$ cat src/rtl/usb_bus_pkg.sv
`default_nettype none
// ============================================================================
// Module      : usb_bus_pkg
// Description : Shared definitions for the USB register-bus master: the bus
//               sequencer state enum and the default phase timings.
// Revision    : 1.0 - initial release
// ============================================================================
package usb_bus_pkg;

  typedef enum logic [2:0] {
    ST_IDLE   = 3'd0,
    ST_SETUP  = 3'd1,
    ST_STROBE = 3'd2,
    ST_HOLD   = 3'd3,
    ST_DONE   = 3'd4,
    ST_ERR    = 3'd5   // zero-length command: one dead cycle before DONE
  } bus_state_t;

  localparam int unsigned C_SETUP_DEF  = 1;
  localparam int unsigned C_STROBE_DEF = 2;
  localparam int unsigned C_HOLD_DEF   = 1;

endpackage : usb_bus_pkg
`default_nettype wire

$ cat src/rtl/usb_phase_timer.sv
`default_nettype none
// ============================================================================
// Module      : usb_phase_timer
// Description : Loadable 4-bit down-counter with a zero flag. Loaded with
//               (phase length - 1) on entry to a bus phase; the phase ends in
//               the cycle where o_zero is high. Saturates at zero.
// Ports       : clk_usb    - clock (rising edge)
//               reset      - asynchronous active-high reset
//               i_load     - load i_load_val on the next edge
//               i_load_val - value to load
//               o_zero     - count is zero
// Revision    : 1.0 - initial release
// ============================================================================
module usb_phase_timer (
  input  logic       clk_usb,
  input  logic       reset,
  input  logic       i_load,
  input  logic [3:0] i_load_val,
  output logic       o_zero
);

  logic [3:0] r_count;

  always_ff @(posedge clk_usb or posedge reset) begin
    if (reset) begin
      r_count <= 4'd0;
    end else if (i_load) begin
      r_count <= i_load_val;
    end else if (r_count != 4'd0) begin
      r_count <= r_count - 4'd1;
    end
  end

  assign o_zero = (r_count == 4'd0);

endmodule : usb_phase_timer
`default_nettype wire

$ cat src/rtl/usb_reg_master.sv
`default_nettype none
// ============================================================================
// Module      : usb_reg_master
// Description : Command-driven master for an asynchronous 8-bit register bus
//               with active-low chip enable and read/write strobes. Each byte
//               runs SETUP -> STROBE -> HOLD; a command moves 1..127 bytes at
//               consecutive (wrapping) bytecounts of one register address.
// Config      : USB_MASTER_BURST_EN - when defined, multi-byte commands are
//               honoured; otherwise any nonzero cmd_len moves exactly one byte.
// Ports       : clk_usb, reset           - clock / async active-high reset
//               cmd_valid/ready/write/addr/offset/len - command handshake
//               wr_data/wr_valid/wr_ready - write byte stream
//               rd_data/rd_valid          - read byte stream (no backpressure)
//               done/err                  - completion pulse, err qualifies
//               usb_*                     - register bus pins
// Revision    : 1.0 - initial release
// ============================================================================
module usb_reg_master
  import usb_bus_pkg::*;
#(
  parameter int unsigned pSETUP  = C_SETUP_DEF,
  parameter int unsigned pSTROBE = C_STROBE_DEF,
  parameter int unsigned pHOLD   = C_HOLD_DEF
) (
  input  logic       clk_usb,
  input  logic       reset,
  input  logic       cmd_valid,
  output logic       cmd_ready,
  input  logic       cmd_write,
  input  logic [7:0] cmd_addr,
  input  logic [6:0] cmd_offset,
  input  logic [6:0] cmd_len,
  input  logic [7:0] wr_data,
  input  logic       wr_valid,
  output logic       wr_ready,
  output logic [7:0] rd_data,
  output logic       rd_valid,
  output logic       done,
  output logic       err,
  output logic [7:0] usb_data_o,
  output logic       usb_data_oe,
  input  logic [7:0] usb_data_i,
  output logic [7:0] usb_addr,
  output logic [6:0] usb_addr_bytecount,
  output logic       usb_cen,
  output logic       usb_rdn,
  output logic       usb_wrn
);

  localparam logic [3:0] c_setup_ld  = 4'(pSETUP - 1);
  localparam logic [3:0] c_strobe_ld = 4'(pSTROBE - 1);
  localparam logic [3:0] c_hold_ld   = 4'(pHOLD - 1);

  bus_state_t r_state, w_next;
  logic [7:0] r_addr, r_wdata, r_rd_data;
  logic [6:0] r_bc, r_left, w_len;
  logic       r_write, r_err, r_have, r_armed, r_rd_valid;
  logic       w_tmr_load, w_tmr_zero, w_accept, w_wr_take, w_more;
  logic [3:0] w_tmr_val;

`ifdef USB_MASTER_BURST_EN
  assign w_len = cmd_len;
`else
  assign w_len = (cmd_len != 7'd0) ? 7'd1 : 7'd0;
`endif

  assign w_accept  = cmd_valid & cmd_ready;
  assign w_wr_take = wr_valid & wr_ready;
  assign w_more    = (r_left != 7'd1);

  usb_phase_timer u_timer (
    .clk_usb    (clk_usb),
    .reset      (reset),
    .i_load     (w_tmr_load),
    .i_load_val (w_tmr_val),
    .o_zero     (w_tmr_zero)
  );

  always_ff @(posedge clk_usb or posedge reset) begin
    if (reset) r_state <= ST_IDLE;
    else       r_state <= w_next;
  end

  // Bus pins decode straight from the state register so an asynchronous
  // reset releases the strobes and chip enable immediately.
  always_comb begin
    w_next      = r_state;
    w_tmr_load  = 1'b0;
    w_tmr_val   = c_setup_ld;
    cmd_ready   = 1'b0;
    wr_ready    = 1'b0;
    usb_cen     = 1'b1;
    usb_rdn     = 1'b1;
    usb_wrn     = 1'b1;
    usb_data_oe = 1'b0;
    done        = 1'b0;
    err         = 1'b0;
    case (r_state)
      ST_IDLE: begin
        cmd_ready = r_armed;
        if (cmd_valid && r_armed) begin
          if (w_len == 7'd0) begin
            w_next = ST_ERR;
          end else begin
            w_next     = ST_SETUP;
            w_tmr_load = 1'b1;
            w_tmr_val  = c_setup_ld;
          end
        end
      end
      ST_SETUP: begin
        usb_cen     = 1'b0;
        usb_data_oe = r_write;
        // Offered until the byte is taken; with no stall this is one cycle.
        wr_ready    = r_write & ~r_have;
        if (w_tmr_zero && (!r_write || r_have || wr_valid)) begin
          w_next     = ST_STROBE;
          w_tmr_load = 1'b1;
          w_tmr_val  = c_strobe_ld;
        end
      end
      ST_STROBE: begin
        usb_cen     = 1'b0;
        usb_data_oe = r_write;
        usb_rdn     = r_write;
        usb_wrn     = ~r_write;
        if (w_tmr_zero) begin
          w_next     = ST_HOLD;
          w_tmr_load = 1'b1;
          w_tmr_val  = c_hold_ld;
        end
      end
      ST_HOLD: begin
        usb_cen     = 1'b0;
        usb_data_oe = r_write;
        if (w_tmr_zero) begin
          if (w_more) begin
            w_next     = ST_SETUP;
            w_tmr_load = 1'b1;
            w_tmr_val  = c_setup_ld;
          end else begin
            w_next = ST_DONE;
          end
        end
      end
      ST_DONE: begin
        done   = 1'b1;
        err    = r_err;
        w_next = ST_IDLE;
      end
      ST_ERR:  w_next = ST_DONE;
      default: w_next = ST_IDLE;
    endcase
  end

  always_ff @(posedge clk_usb or posedge reset) begin
    if (reset) begin
      r_addr     <= 8'd0;
      r_bc       <= 7'd0;
      r_left     <= 7'd0;
      r_write    <= 1'b0;
      r_err      <= 1'b0;
      r_wdata    <= 8'd0;
      r_have     <= 1'b0;
      r_armed    <= 1'b0;
      r_rd_data  <= 8'd0;
      r_rd_valid <= 1'b0;
    end else begin
      // Holds cmd_ready low for the first clock out of reset.
      r_armed    <= 1'b1;
      r_rd_valid <= 1'b0;
      if (w_accept) begin
        r_addr  <= cmd_addr;
        r_bc    <= cmd_offset;
        r_left  <= w_len;
        r_write <= cmd_write;
        r_err   <= (w_len == 7'd0);
      end
      if (w_wr_take) begin
        r_wdata <= wr_data;
        r_have  <= 1'b1;
      end
      if (r_state == ST_STROBE && w_tmr_zero && !r_write) begin
        r_rd_data  <= usb_data_i;
        r_rd_valid <= 1'b1;
      end
      if (r_state == ST_HOLD && w_tmr_zero) begin
        r_have <= 1'b0;
        if (w_more) begin
          r_bc   <= r_bc + 7'd1;   // 7-bit wrap 127 -> 0
          r_left <= r_left - 7'd1;
        end
      end
    end
  end

  assign usb_addr           = r_addr;
  assign usb_addr_bytecount = r_bc;
  assign usb_data_o         = r_wdata;
  assign rd_data            = r_rd_data;
  assign rd_valid           = r_rd_valid;

endmodule : usb_reg_master
`default_nettype wire
$ cat config.mk
export PLATFORM = sky130hd
export DESIGN_NAME = usb_reg_master
export DESIGN_NICKNAME = d
export VERILOG_FILES = /design/src/rtl/usb_bus_pkg.sv /design/src/rtl/usb_phase_timer.sv /design/src/rtl/usb_reg_master.sv
export SDC_FILE = /design/constraint.sdc
export NUM_CORES = 1
export LEC_CHECK = 0
export ABC_AREA = 1
export BUFFER_PORTS_ARGS = -buffer_cell sky130_fd_sc_hd__buf_2
export CELL_PAD_IN_SITES_DETAIL_PLACEMENT = 1
export CELL_PAD_IN_SITES_GLOBAL_PLACEMENT = 1
export CORE_ASPECT_RATIO = 1.2
export CORE_MARGIN = 2
export CORE_UTILIZATION = 30
export DETAILED_ROUTE_END_ITERATION = 16
export PLACE_DENSITY_LB_ADDON = 0.1
export SETUP_SLACK_MARGIN = 0.4
export SLEW_MARGIN = 20
export SYNTH_ARGS = -nofsm -noshare
export SYNTH_HDL_FRONTEND = slang
export SYNTH_SLANG_ARGS = --single-unit
export TNS_END_PERCENT = 5
$ cat constraint.sdc
create_clock -name clk_usb -period 1.8 [get_ports clk_usb]
set_clock_uncertainty 0.15 [all_clocks]
set_input_delay 0.18 -clock clk_usb [delete_from_list [all_inputs] [get_ports clk_usb]]
set_output_delay 0.18 -clock clk_usb [all_outputs]
set_load 0.005 [all_outputs]
==> results.py <==
metrics = {
    "worst_setup_path": {
        "cp.buffers_inverters": 3,
        "startpoint": "r_state[1]",
        "arrival_ns": 1.30,
        "cp_slowest_stage_delay_ns": 0.45,
        "cp-end-kind": "output port",
        "worst-path-max-fanout": 4,
        "crit_path_cell_trace": "buf_12 > nor2_4 > inv_2 > nand2_2 > nor2_1 > buf_2",
        "crit_type": "register to output port",
        "cp_top_family": "flip-flops",
        "cp_slowest_cell": "dfrtp_2",
        "crit_path_start_kind": "register",
        "timing.rr.start": "u_timer.r_count[0]",
        "cp_data_required_time_ns": 1.47,
    },
    "power": {
        "finalPower_mw": 5.78,
        "leakage_nw": 1.95,
        "p_per_area_mw_per_mm2": 1510,
        "peakVddDrop_v": 0.000593,
    },
    "sta": {
        "setup_viol": 0,
        "holdWs_ns": 0.0411,
        "slew_viol_final": 0,
        "fin_ws_ns": 0.168,
        "setup-tns-final_ns": 0,
        "rsz0062_at_grt": "true",
        "finalCritPeriodShare": 0.907,
        "period_needed_ns": 1.63,
        "max_freq_mhz": 613,
        "finalHoldViolCount": 0,
    },
    "placed_design": {
        "hpwl_mm": 4.99,
        "placed_area_sq_mm": 0.00316,
        "pre_cts_ws_ns": 0.0933,
        "dp.cells": 504,
        "finalWeightedCongestion": 0.723,
        "port_buffers": 82,
    },
    "synth": {
        "ys_seq_area_frac": 0.497,
        "ys_ff_latch": 50,
        "yosys-mux-area-fraction": 0,
        "synth_area_leaders": "dfrtp_1 50%, nand2_1 14%, inv_1 4.6%, nor2_1 4.0%, nand3_1 4.0%",
        "synth_cell_type_count": 33,
        "synth-compound-area-share": 0.0875,
        "async_flop_share": 1.00,
        "synth-xor-area-share": 0.0278,
        "synth-simple-area-share": 0.291,
        "synthAdderAreaFrac": 0.0249,
        "synth_common_cells": "92 x nand2_1, 50 x dfrtp_1, 31 x inv_1, 27 x nor2_1, 20 x nand3_1",
        "synth_warnings": 0,
        "syn_inst": 306,
        "netlist_area_sq_mm": 0.00252,
        "synth_top_family_by_area": "simple AND/OR/NAND/NOR gates",
        "synth.top_cell.area_share": 0.497,
        "ys.flop_type": "dfrtp_1",
        "synth_edf_count": 0,
        "syn_nets": 354,
        "synth_largest_area_cell": "dfrtp_1",
        "synth_most_common_cell": "nand2_1",
        "postSynthAreaPerCell_sq_um": 8.23,
    },
    "detailed_routing": {
        "routed_wl_mm": 7.47,
        "drtAntennaViolNets": 0,
        "num_vias": 2547,
        "drt_first_iter_violations": 44,
        "wire_per_inst_um": 13.3,
        "drcViolationCount": 0,
        "drt_first_pass_iters": 4,
        "drt-vias-per-instance": 4.55,
    },
    "floorplanning": {
        "dieArea_sq_mm": 0.00914,
        "boundaryPins": 83,
        "die_width_um": 87.6,
        "start_util": 0.309,
        "fp-row-count": 36,
        "core-area_sq_mm": 0.00815,
        "die-height_um": 104,
    },
    "finish": {
        "area_growth_pct": 51.9,
        "final_core_util": 0.469,
        "diodes": 0,
        "layout-drive-gt1-share": 0.359,
        "layout.cells.non_filler": 560,
        "finalNetCount": 494,
        "final_area_sq_mm": 0.00382,
    },
    "global_routing": {
        "use_met3": 0.0452,
        "grt_pass1_vias": 2818,
        "grt_max_degree": 51,
        "grt.overflow.total": 0,
        "busiest_layer": "met2",
        "antenna_found_initial": 0,
        "use_met2": 0.323,
        "grt_first_pass_wirelength_mm": 13.0,
        "grt.met1_usage": 0.203,
        "track_usage": 0.177,
    },
    "clock_tree": {
        "cts.path.max_buffers": 2,
        "cts_made_buffers": 5,
        "cts_tree": "built",
        "cts.htree.levels": 2,
        "cts.sinks": 50,
        "clk_pin_slew_worst_paths_ns": 0.09,
        "cts_root_buffer": "clkbuf_8",
        "clock_latency_ns": 0.32,
    },
    "hold_path": {
        "hold_path_startpoint": "cmd_offset[6]",
        "hold_class": "input pin to register",
    },
    "status": {
        "outcome": "finished, final reports clean",
    },
    "run": {
        "timing.max_cap.violations": 0,
    },
}
## flip-flops by register name, summed over array words and instances, names as in the netlist
name	count
rd_data	8
r_state	3
r_left	7
r_armed	1
usb_data_o	8
u_timer.r_count	4
r_write	1
r_have	1
usb_addr_bytecount	7
r_err	1
rd_valid	1
usb_addr	8
## worst paths after layout
| check | to | slack [ns] | cells after the start |
|---|---|---|---|
| worst max register to register | u_timer.r_count[3] | 0.19 | 8 |
| worst max-delay path | usb_data_oe | 0.17 | 6 |
| max in group asynchronous | r_state[2] | 0.92 | 4 |
| min in group asynchronous | usb_addr[6] | 0.32 | 4 |
| worst min-delay path | usb_addr_bytecount[6] | 0.04 | 5 |
| worst min register to register | usb_data_o[5] | 0.33 | 2 |
## where the power goes
group	switching, mW	internal [mW]	total, mW
clock	0.400	0.446	0.845
sequential	0.384	1.63	2.01
combinational	1.57	1.35	2.92
## worst reg2reg max path: stages (launching register included)
cell and delay, ns:
dfrtp_1 0.41, inv_2 0.10, ha_4 0.15, nand2_2 0.06, nor2_4 0.17, nand3_2 0.15, nand2_4 0.13, nor2_4 0.05
nor3b_2 0.14
## routing by layer
metal	up-vias	part of all wire
li1	1244	-
met1	1246	0.41
met2	52	0.54
met3	5	0.040
met4	0	0.010
met5	-	0
## timing repair
item / in CTS / in global routing
hold buffers: 31 / 0
resized for setup: 19 / 8
setup endpoints to repair: 56 / 57
pin swaps: 6 / 7
hold endpoints to repair: 80 / 0
setup buffers: 11 / 5
cloned: 1 / 1
## final cells by class
cell class | instances | area [sq um]
Tap cell | 114 | 143
Clock buffer | 6 | 82.6
Sequential cell | 50 | 1250
Multi-Input combinational cell | 215 | 1220
Inverter | 36 | 144
Timing Repair Buffer | 138 | 945
Clock inverter | 1 | 30.0
Fill cell | 982 | 4330
## layout by cell type (no fill, tap or decap), drive strengths merged, types with 2 or more instances in the layout
master	instances
inv	35
a21oi	5
clkbuf	6
a21boi	2
dlygate4sd3	31
a31oi	2
nand2	98
nor2	32
buf	107
o22ai	3
nor3	5
xor2	6
xnor2	2
nand3b	2
nand3	24
o21ai	20
o211ai	4
o21a	2
dfrtp	50
ha	5
## cells by family (layout without fill, tap and decap cells)
family	Yosys count	after routing
other	1	1
AO/OA/AOI/OAI	38	38
flip-flops	50	50
AND/OR/NAND/NOR	161	163
buffers and inverters	43	181
XOR/XNOR	8	8
adder cells (fa/ha/maj)	5	5
Note: power is estimated with default switching activity, not from simulation.
